$ cat config.mk
export PLATFORM = sky130hd
export DESIGN_NAME = pc_unit
export DESIGN_NICKNAME = d
export VERILOG_FILES = /design/src/rtl/pc_pkg.sv /design/src/rtl/ras_stack.sv /design/src/rtl/pc_unit.sv
export SDC_FILE = /design/constraint.sdc
export NUM_CORES = 1
export LEC_CHECK = 0
export BUFFER_PORTS_ARGS = -buffer_cell sky130_fd_sc_hd__clkbuf_2
export CORE_ASPECT_RATIO = 2
export CORE_MARGIN = 1
export CORE_UTILIZATION = 55
export CTS_CLUSTER_SIZE = 14
export DETAILED_ROUTE_END_ITERATION = 7
export PLACE_DENSITY = 0.79
export SETUP_SLACK_MARGIN = 0.4
export SLEW_MARGIN = 40
export SYNTH_ARGS = -nofsm -noshare
export SYNTH_HDL_FRONTEND = slang
export SYNTH_SLANG_ARGS = --single-unit
$ cat constraint.sdc
create_clock -name clk -period 4 [get_ports clk]
set_clock_uncertainty 0.15 [all_clocks]
set_input_delay 1 -clock clk [delete_from_list [all_inputs] [get_ports clk]]
set_output_delay 1 -clock clk [all_outputs]
set_load 0.02 [all_outputs]
$ cat src/rtl/pc_pkg.sv
// Shared types and helpers for the program-counter unit and its return-address stack.
package pc_pkg;

  typedef enum logic [1:0] {
    JUMP = 2'd0,
    CALL = 2'd1,
    RET  = 2'd2,
    RSVD = 2'd3
  } redir_kind_t;

  typedef enum logic {
    BOOT = 1'b0,
    RUN  = 1'b1
  } pc_state_t;

  // Number of low address bits that must be zero for a STEP-aligned target.
  function automatic int unsigned align_bits(input int unsigned step);
    int unsigned r;
    r = 0;
    for (int unsigned i = 0; i < 32; i++) begin
      if ((32'd1 << i) == step) r = i;
    end
    return r;
  endfunction

endpackage

$ cat src/rtl/ras_stack.sv
// Circular return-address stack; a push when full overwrites the oldest entry.
module ras_stack #(
  parameter int unsigned WIDTH = 32,
  parameter int unsigned DEPTH = 4
) (
  input  logic             clk,
  input  logic             rst,
  input  logic             push,
  input  logic             pop,
  input  logic             flush,
  input  logic [WIDTH-1:0] push_data,
  output logic [WIDTH-1:0] top,
  output logic             empty,
  output logic             full
);

  localparam int unsigned PTR_W = $clog2(DEPTH);
  localparam int unsigned CNT_W = $clog2(DEPTH + 1);

  logic [WIDTH-1:0] mem [DEPTH];
  logic [PTR_W-1:0] wp;
  logic [CNT_W-1:0] cnt;

  // wp always points one past the newest entry, so overwrite-on-full falls out of the wrap.
  always_ff @(posedge clk or posedge rst) begin
    if (rst) begin
      wp  <= '0;
      cnt <= '0;
    end else if (flush) begin
      cnt <= '0;
    end else if (push) begin
      wp <= wp + PTR_W'(1);
      if (cnt != CNT_W'(DEPTH)) cnt <= cnt + CNT_W'(1);
    end else if (pop && (cnt != '0)) begin
      wp  <= wp - PTR_W'(1);
      cnt <= cnt - CNT_W'(1);
    end
  end

  always_ff @(posedge clk) begin
    if (push && !flush) mem[wp] <= push_data;
  end

  assign top   = mem[wp - PTR_W'(1)];
  assign empty = (cnt == '0);
  assign full  = (cnt == CNT_W'(DEPTH));

endmodule

$ cat src/rtl/pc_unit.sv
// Program-counter unit: sequential fetch with handshake, redirect/trap arbitration and RAS prediction.
module pc_unit
  import pc_pkg::*;
#(
  parameter int unsigned       XLEN      = 32,
  parameter logic [XLEN-1:0]   RESET_VEC = 32'h0000_0000,
  parameter int unsigned       STEP      = 4,
  parameter int unsigned       RAS_DEPTH = 4
) (
  input  logic            clk,
  input  logic            rst,
  input  logic            stall_i,
  input  logic            fetch_ready_i,
  input  logic            redir_valid_i,
  input  logic [1:0]      redir_kind_i,
  input  logic [XLEN-1:0] redir_target_i,
  input  logic [XLEN-1:0] redir_link_i,
  input  logic            trap_i,
  input  logic [XLEN-1:0] trap_vec_i,
  output logic [XLEN-1:0] pc_o,
  output logic            fetch_valid_o,
  output logic            misalign_o,
  output logic            ras_empty_o
);

  localparam int unsigned     ALIGN_BITS = align_bits(STEP);
  localparam logic [XLEN-1:0] ALIGN_MASK = XLEN'((64'd1 << ALIGN_BITS) - 64'd1);
  localparam logic [XLEN-1:0] STEP_X     = XLEN'(STEP);

  pc_state_t       state_q, state_d;
  redir_kind_t     kind;
  logic [XLEN-1:0] pc_d, tgt, ras_top;
  logic            valid_d, mis_d, load;
  logic            ras_push, ras_pop, ras_flush, ras_empty, ras_full_unused;

  assign kind = redir_kind_t'(redir_kind_i);

  ras_stack #(
    .WIDTH(XLEN),
    .DEPTH(RAS_DEPTH)
  ) u_ras (
    .clk       (clk),
    .rst       (rst),
    .push      (ras_push),
    .pop       (ras_pop),
    .flush     (ras_flush),
    .push_data (redir_link_i),
    .top       (ras_top),
    .empty     (ras_empty),
    .full      (ras_full_unused)
  );

  always_ff @(posedge clk or posedge rst) begin
    if (rst) begin
      state_q       <= BOOT;
      pc_o          <= RESET_VEC;
      fetch_valid_o <= 1'b0;
      misalign_o    <= 1'b0;
    end else begin
      state_q       <= state_d;
      pc_o          <= pc_d;
      fetch_valid_o <= valid_d;
      misalign_o    <= mis_d;
    end
  end

  always_comb begin
    state_d   = state_q;
    pc_d      = pc_o;
    valid_d   = 1'b0;
    mis_d     = 1'b0;
    load      = 1'b0;
    tgt       = '0;
    ras_push  = 1'b0;
    ras_pop   = 1'b0;
    ras_flush = 1'b0;
    case (state_q)
      BOOT: begin
        state_d = RUN;
        valid_d = !stall_i;
      end
      RUN: begin
        valid_d = !stall_i;
        if (trap_i) begin
          load      = 1'b1;
          tgt       = trap_vec_i;
          ras_flush = 1'b1;
        end else if (redir_valid_i) begin
          load = 1'b1;
          tgt  = redir_target_i;
          unique case (kind)
            CALL: ras_push = 1'b1;
            RET: begin
              if (!ras_empty) begin
                tgt     = ras_top;
                ras_pop = 1'b1;
              end
            end
            default: ;
          endcase
        end else if (!(stall_i || (fetch_valid_o && !fetch_ready_i))) begin
          pc_d = pc_o + STEP_X;
        end
        // Popped return addresses go through the same alignment check as any other target.
        if (load) begin
          pc_d  = tgt & ~ALIGN_MASK;
          mis_d = |(tgt & ALIGN_MASK);
        end
      end
    endcase
  end

  assign ras_empty_o = ras_empty;

endmodule

After elaboration in Yosys (flattened, before gate mapping)

Memory sizes are Yosys's and may differ from the RTL's.
Cells that the tools add are included.

Bits in writable memories: 128
Register bits after elaboration: 40
Bits of input ports: 104
ROM bits: 0
Bits in latches: 0
Memories kept: 1

Memory list:

| name      | depth | width | read ports | clocked after Yosys merged registers in | write ports | line            | RTL |
|---|---|---|---|---|---|---|---|
| u_ras.mem | 4     | 32    | 1          | 0                                       | 1           | ras_stack.sv:20 | `logic [WIDTH-1:0] mem [DEPTH];` |

Order comparisons: 0
Multipliers: 0
Muxes and demuxes: 33
Reductions and logical operators: 15
Shifts and indexed selects: 0
Bitwise operators: 1
Equal/unequal tests: 7
Divide/modulo/power cells: 0
Add/sub/neg operators: 5

Operators with widths:

| kind                    | count |
|---|---|
| $mux W32                | 9 |
| $add A32 B3 Y32 const B | 1 |
| $mux W1                 | 18 |
| $mux W3                 | 4 |
| $ne A2 B1 Y1 const B    | 3 |
| $ne A3 B3 Y1 const B    | 2 |
| $reduce_bool A3 Y1      | 2 |
| $mux W2                 | 2 |
| $reduce_and A2 Y1       | 2 |
| $reduce_and A4 Y1       | 1 |
| $add A3 B1 Y3 const B   | 1 |
| $logic_and A1 B1 Y1     | 3 |
| $logic_not A1 Y1        | 3 |
| $logic_not A3 Y1        | 1 |
| $sub A3 B1 Y3 const B   | 1 |
| $add A2 B1 Y2 const B   | 1 |
| $eq A2 B1 Y1 const B    | 1 |
| $eq A2 B2 Y1 const B    | 1 |
| $reduce_bool A2 Y1      | 1 |
| $reduce_or A2 Y1        | 1 |
| $sub A2 B1 Y2 const B   | 1 |
| $logic_or A1 B1 Y1      | 1 |
| $not A1 Y1              | 1 |

Depth between registers and ports, before layout

Gate-level depths: netlist (run 1).

Depth after elaboration: 10
Depth in mapped cells: 12
Mapped depth without buffers: 7

By module

From an unflattened synthesis (run 1), not the netlist that was laid out.

Cell total of the unflattened synthesis: 599
Area, all modules: 7806.2 µm²

By module, submodules not included:

| module    | area an instance (µm²) | instances | cells each |
|---|---|---|---|
| ras_stack | 5097.4                 | 1         | 217 |
| pc_unit   | 2708.8                 | 1         | 382 |

Worst setup path after synthesis (run 1)

No wires, ideal clock.

Kind: input to register
Start: in trap_i
End: mem u_ras.mem[0][0], enable pin
Cell stages on the path: 4
Buffers on the path: 1
Library setup time: 392 ps
Data arrival time: 2644 ps
Slack: 814 ps
Path through: clkbuf_1 -> nand3b_1 -> nor2_1 -> and2_1

Cells in the longest elaborated chain, start to end: 6
Elaborated cells on any way between the ends: 8
Classes of those cells: 6 x mux; 2 x reduce/logical

RTL lines:

| what                              | line            | RTL |
|---|---|---|
| start, declared                   | pc_unit.sv:18   | `input logic trap_i,` |
| $mux W1                           | pc_unit.sv:84   | `if (trap_i) begin` |
| $mux W1                           | pc_unit.sv:77   | `case (state_q)` |
| $logic_not A1 Y1                  | ras_stack.sv:41 | `if (push && !flush) mem[wp] <= push_data;` |
| $logic_and A1 B1 Y1 (*)           | ras_stack.sv:41 |  |
| $mux W1 (*)                       | ras_stack.sv:41 |  |
| $mux W1 (not written as such) (*) | ras_stack.sv:41 |  |
| end, declared                     | ras_stack.sv:20 |  |

Every way passes the cells marked *; elsewhere a longest branch is shown, timed or not.

Worst setup path after layout (run 1)

Start: in trap_i
End: reg u_ras.cnt[2]

Cells in the longest elaborated chain, start to end: 5
Elaborated cells on any way between the ends: 12
Classes of those cells: 1 x eq/ne; 8 x mux; 3 x reduce/logical

RTL lines:

| what                                | line            | RTL |
|---|---|---|
| $mux W1                             | pc_unit.sv:84   |  |
| $mux W1                             | pc_unit.sv:77   |  |
| $logic_and A1 B1 Y1                 | ras_stack.sv:34 | `end else if (pop && (cnt != '0)) begin` |
| $reduce_bool A3 Y1 (no source line) | -               |  |
| $reduce_and A2 Y1 (no source line)  | -               |  |
| end signal, assigned                | ras_stack.sv:33 | `if (cnt != CNT_W'(DEPTH)) cnt <= cnt + CNT_W'(1);` |
| end signal, assigned                | ras_stack.sv:36 | `cnt <= cnt - CNT_W'(1);` |
| end, declared                       | ras_stack.sv:22 | `logic [CNT_W-1:0] cnt;` |

Several ways; a longest one is shown, not always the timed one.
A chain may end at the register's enable or synchronous reset.

==> impl_results.md, run 1 <==
* DR vias at approximately 5500
* Fin util at 67.1%
* # rows at 60
* Reg2reg path depth at 5
* Die area at about 14000 sq um
* Final period util at 72.9%
* Core area at 13500 sq um
* Fin cells at approximately 870
* Top area cells in the synthesized netlist: edfxtp_1 50%, dfrtp_1 12%, mux4_2 8.8%
* Power, Total at 4.89 mW
* Leak at around 3.4 nW
* RSZ-0062 raised after global routing: no
* Clock sinks at 166
* Mapped Cells at 565
* Crit path kind: in -> reg
* Synthesized area at 7630 sq um
* Initial Utilization at 56.5%
* Vias in the first global route at 5607
* Critical Path AT at ~3000 ps
* CTS buffer count at 17
* Async SR Flop Fraction at 22.9%
* DRT antenna net count at 0
* Total iterations of the first detailed-routing run at 7
* Residual DRC at 1
* Global route overflow at 0
* MaxCap Viol Count at 0
* Post-synthesis register bit count at 166
* Post-synth EDFFs at 128
* Worst-case clock buffer depth at 2
* Largest area contributor in the netlist: edfxtp_1
* Die width at around 85 um
* Slew at the pin with the worst max-slew slack at 792 ps
* Clock Latency Late Sink at 430 ps
* DR iter-0 viols at between 400 and 500
* Setup TNS Final at 0 ps
* Post-CTS Setup Inserts at 0
* P&R area growth vs syn at 18.8%
* Worst hold path cell count at 1
* Min Tclk post-route at just under 3000 ps
* Worst Hold Class: reg -> reg
* Drt total wl at approximately 19000 um
* Worst Setup Start Kind: input port
* H-tree depth at 4
* Synth unique cells at 63
* Maximum clock rate at 0.343 GHz
* CP endpoint kind: flip-flop
* Fin. max-slew vios at 0
* Die Y at 169 um
* Clock-pin slew on the worst setup and hold paths at 70 ps
* Wire per inst at 22.1 um
* DP HPWL at 13800 um
* Part of the Yosys area used for sequential elements at 62.8%
* Status: finished, violations left
* Post-Synthesis Mean Instance Area at roughly 14 sq um
* Placed insts at 840
* Yosys top cell area share at 50.3%
* Yosys warns at 0
* Total Nets Final at slightly above 800
* Initial antenna violation count at 0
* Cts hold-fix bufs at 0
* Tot GR Track Use at between 20% and 30%
* Gp weighted congestion at 0.955
* Critical Path RT at between 4000 and 5000 ps
* Most frequent cell after synthesis: edfxtp_1
* Prevailing post-synth register cell: edfxtp_1
* Power Dens Cells at 539 nW/um^2
* CP Max Fanout at 20
* Largest net degree at the start of global routing at 37
* Num ports at 139
* Max IR drop VDD at 0.000399 V
* Root buffer cell: clkbuf_16
* # diodes at 0
* Hold Fails Final Rpt at 0
* Failing checks: DRC
* Avg Vias per Cell at about 6.3
* Final setup viols at 0
* Post_cts resized at 0
* Synth top cells by count: 128 x edfxtp_1, 66 x nand2_1, 38 x dfrtp_1
* First-pass GRT wire length at 30200 um
* Port bufs at ~140
* CTS tree: built
* Worst slew margin at 47.0%
* Ratio of cells with drive above 1 in the final layout at 31.9%
[layout make-up]
cell class,count,area [sq um]
fillers,964,4440
clock buffers,18,429
multi-input cells,359,2670
repair buffers,152,801
flip-flops and latches,166,4800
well taps,155,194
inverters,8,30.0
clock inverters,14,154
[worst paths after layout]
path	to	slack, ps	from
worst max-delay path	u_ras.cnt[2]$_DFFE_PP0P_	1080	trap_i
worst min-delay path	pc_o[31]$_DFFE_PP0P_	420	pc_o[31]$_DFFE_PP0P_
worst max register to register	pc_o[20]$_DFFE_PP0P_	1300	pc_o[7]$_DFFE_PP0P_
worst min register to register	pc_o[31]$_DFFE_PP0P_	420	pc_o[31]$_DFFE_PP0P_
max in group asynchronous	pc_o[8]$_DFFE_PP0P_	2620	rst
min in group asynchronous	pc_o[26]$_DFFE_PP0P_	450	rst
[per-stage QoR]
stage	cell area, sq um	setup WS [ps]	hold slack [ps]
after floorplan	7640	814	324
after global placement	8480	842	349
after detailed placement	8480	654	387
after CTS	9070	1090	419
after global routing	9070	906	438
final	9070	1080	421
[layout by cell type, fill, tap and decap left out, types with 11 or more instances in the layout]
master,count
nand4_1,13
clkbuf_16,17
dfrtp_1,37
a21oi_1,37
nand2_1,66
nor2_1,25
edfxtp_1,128
mux4_2,30
o21ai_0,37
buf_4,16
clkbuf_2,136
a31oi_1,11
[cell families (layout without fill, tap and decap cells)]
| family | after synthesis | count (layout) | share of synthesized area (%) |
|---|---|---|---|
| xor+xnor | 4 | 4 | 0.459 |
| other cells | 2 | 3 | 0.0984 |
| fa+ha+maj | 6 | 6 | 1.08 |
| flops | 166 | 166 | 62.8 |
| mux | 41 | 41 | 10.4 |
| simple gates | 164 | 164 | 11.0 |
| buf+inv | 41 | 192 | 2.38 |
| compound gates | 141 | 141 | 11.8 |
[worst max-delay path, cell delays in order]
cell and delay, ps:
clkbuf_2 280, nand3b_1 280, nor2_1 400, inv_1 100, fa_1 430, xnor2_1 190, a21oi_1 100, a311oi_1 290
[where the power goes]
group	switching (mW)	internal [mW]	total (mW)	leakage, nW
registers	0.112	1.95	2.06	1.62
logic	0.666	0.568	1.23	1.53
clock network	0.757	0.838	1.60	0.282
[metal layers]
layer / vias up / wire, um / global-route usage, % / share of wire, %
li1: 2491 / - / - / -
met1: 2683 / 7130 / 33.6 / 37
met2: 251 / 10200 / 48.0 / 53
met3: 60 / 929 / 3.66 / 4.8
met4: 0 / 1000 / 18.3 / 5.2
met5: - / 0 / 0 / 0
[state kept, by name, indices dropped and copies added (netlist names)]
register       count
u_ras.mem        128
state_q            1
u_ras.wp           2
u_ras.cnt          3
fetch_valid_o      1
pc_o              30
misalign_o         1
Note: power is estimated with default switching activity, not from simulation.
==> run 2, diff against run 1 <==
- CORE_UTILIZATION: 55 -> 50
- PLACE_DENSITY: 0.79 -> 0.76
- clock period: 4 -> 2.4 ns (I/O delays scaled with it)
==> run 2 against run 1 <==
Net effect: the run now ends clean; via count rose by 8.5%; largest cell class unchanged; power rose by 100%; critical path depth fell by 5; die area rose by 9.8%; combinational power rose to 2.9 times the previous value.
==> impl_results.md, run 2 (synthesis gave the netlist of run 1 again) <==
* Ratio of cells with drive above 1 in the final layout at 44.2%
* Global route overflow at 0
* Residual DRC at 0
* CTS buffer count at 17
* Hold Fails Final Rpt at 0
* Most common cell after layout, fill and taps aside: clkbuf_2
* Wire per inst at 22.4 um
* RSZ-0062 raised after global routing: yes
* DRT antenna net count at 0
* Maximum clock rate at 0.457 GHz
* Worst setup margin at 213 ps
* Largest register FFs at 128
* Multi-input logic area at 2940 sq um
* CTS tree: built
* Placed insts at 911
* Top delay family on crit path: flip-flops
* Worst-case clock buffer depth at 2
* Power share of the sequential group at 34.5%
* CP endpoint kind: output pin
* Final period util at 91.1%
* Status: completed
* Final setup viols at 0
* DP HPWL at 14700 um
* Critical Path RT at 1650 ps
* Power, Total at 9.91 mW
* Sequential cell area at 4800 sq um
* H-tree depth at 4
* Worst Setup Start Kind: flip-flop
* Vias in the first global route at 6074
* First-pass GRT wire length at between 30000 and 40000 um
* Num ports at 139
* # diodes at 0
* Largest stage delay, worst path at between 400 and 500 ps
* Worst Hold Class: in -> async
* Largest regs: u_ras.mem (128), pc_o (30), u_ras.cnt (3)
* Internal power at 6.96 mW
* WP buf/inv at 2
* Gp weighted congestion at 1.02
* Pre-CTS WS at 101 ps
* Clock Latency Late Sink at 440 ps
* Crit path cell chain: or3_4, inv_4, buf_8
* Final Cell Area at 10200 sq um
* Fin cells at 975
* Fin. max-slew vios at 0
* Port bufs at 136
* Initial Utilization at 51.2%
* Max IR drop VDD at 0.000660 V
* Worst slew margin at between 60% and 70%
* Min Tclk post-route at 2190 ps
* Crit path kind: reg -> out
* DR iter-0 viols at 329
* DR vias at 5952
* P&R area growth vs syn at 33.3%
* Fin util at 68.3%
* Commonest non-fill, non-tap cells in the layout: 135 x clkbuf_2, 128 x edfxtp_1, 58 x nand2_1, 55 x buf_4, 35 x dfrtp_1
* Die Y at 177 um
* # rows at 63
* # fillers at 1004
* Total net switching power at 2.95 mW
* Tot GR Track Use at 28.8%
* Avg Vias per Cell at 6.10
* Cell Area, Placed at 8900 sq um
* Clock-pin slew on the worst setup and hold paths at 70 ps
* Switching part of the total power at ~30%
* Drt total wl at 21800 um
* CP Max Fanout at 2
* Total iterations of the first detailed-routing run at 5
* Initial antenna violation count at 0
* Clock sinks at 166
* Top reg by flops: u_ras.mem
* Gate power share at 35.9%
* Die area at 15800 sq um
* Critical Path AT at 1440 ps
* Power Dens Cells at ~1000 nW/um^2
* Setup TNS Final at 0 ps
* Slew at the pin with the worst max-slew slack at 530 ps
* Core area at 14900 sq um
* Total Nets Final at 878
* MaxCap Viol Count at 0
* Root buffer cell: clkbuf_16
* CP max-delay cell: dfrtp_2
* Largest net degree at the start of global routing at 39
* Hold_ws at 116 ps
* Die width at 89.4 um
* Leak at 3.91 nW
* Clock share of power at 29.6%
[run 2: worst paths after layout]
path | slack [ps] | startpoint | cells after the start | end
min | 120 | rst | 3 | pc_o[26]$_DFFE_PP0P_
min reg2reg | 370 | u_ras.cnt[2]$_DFFE_PP0P_ | 1 | u_ras.cnt[2]$_DFFE_PP0P_
max reg2reg | 240 | u_ras.cnt[0]$_DFFE_PP0P_ | 8 | pc_o[29]$_DFFE_PP0P_
max in group asynchronous | 1590 | rst | 3 | u_ras.wp[0]$_DFFE_PP0P_
max | 210 | u_ras.cnt[0]$_DFFE_PP0P_ | 3 | ras_empty_o
min in group clk | 190 | stall_i | 2 | fetch_valid_o$_DFF_PP0_
[run 2: worst reg2reg max path: stages, from the launching register on]
cell,delay [ps]
dfrtp_2,410
or3_4,410
inv_4,80
buf_4,130
nor2_2,80
buf_6,150
mux2_4,310
a221oi_2,260
a211oi_1,60
[run 2: final cells by class]
type,instances,area share [%]
sequential,166,47.1
multi-input combinational,359,28.9
timing repair buffer,216,15.1
clock buffer,18,4.22
tap,195,2.40
clock inverter,13,1.93
inverter,8,0.393
[run 2: power by group through the flow]
stage	clock network (mW)	logic, mW	registers [mW]
after floorplan	0	1.61	3.54
after detailed placement	0	2.33	3.47
after global placement	0	2.28	3.46
after global routing	3.07	3.76	3.44
final	2.93	3.56	3.42
after CTS	2.95	3.14	3.42
[run 2: routing by layer]
layer  part of all wire, %  vias up  GRT usage (%)
met5                     0        -              0
met4                   5.9        0           18.7
met3                   6.4       93           5.92
met2                    53      312           48.1
met1                    35     2916           32.7
li1                      -     2631              -
[run 2: repair_timing]
action                                  CTS  global route
endpoints found under the setup margin   35            36
gates resized for setup                  47            37
pin swaps                                18            17
setup buffers                            21             8
hold buffers                              0             0
gates cloned                              2             2
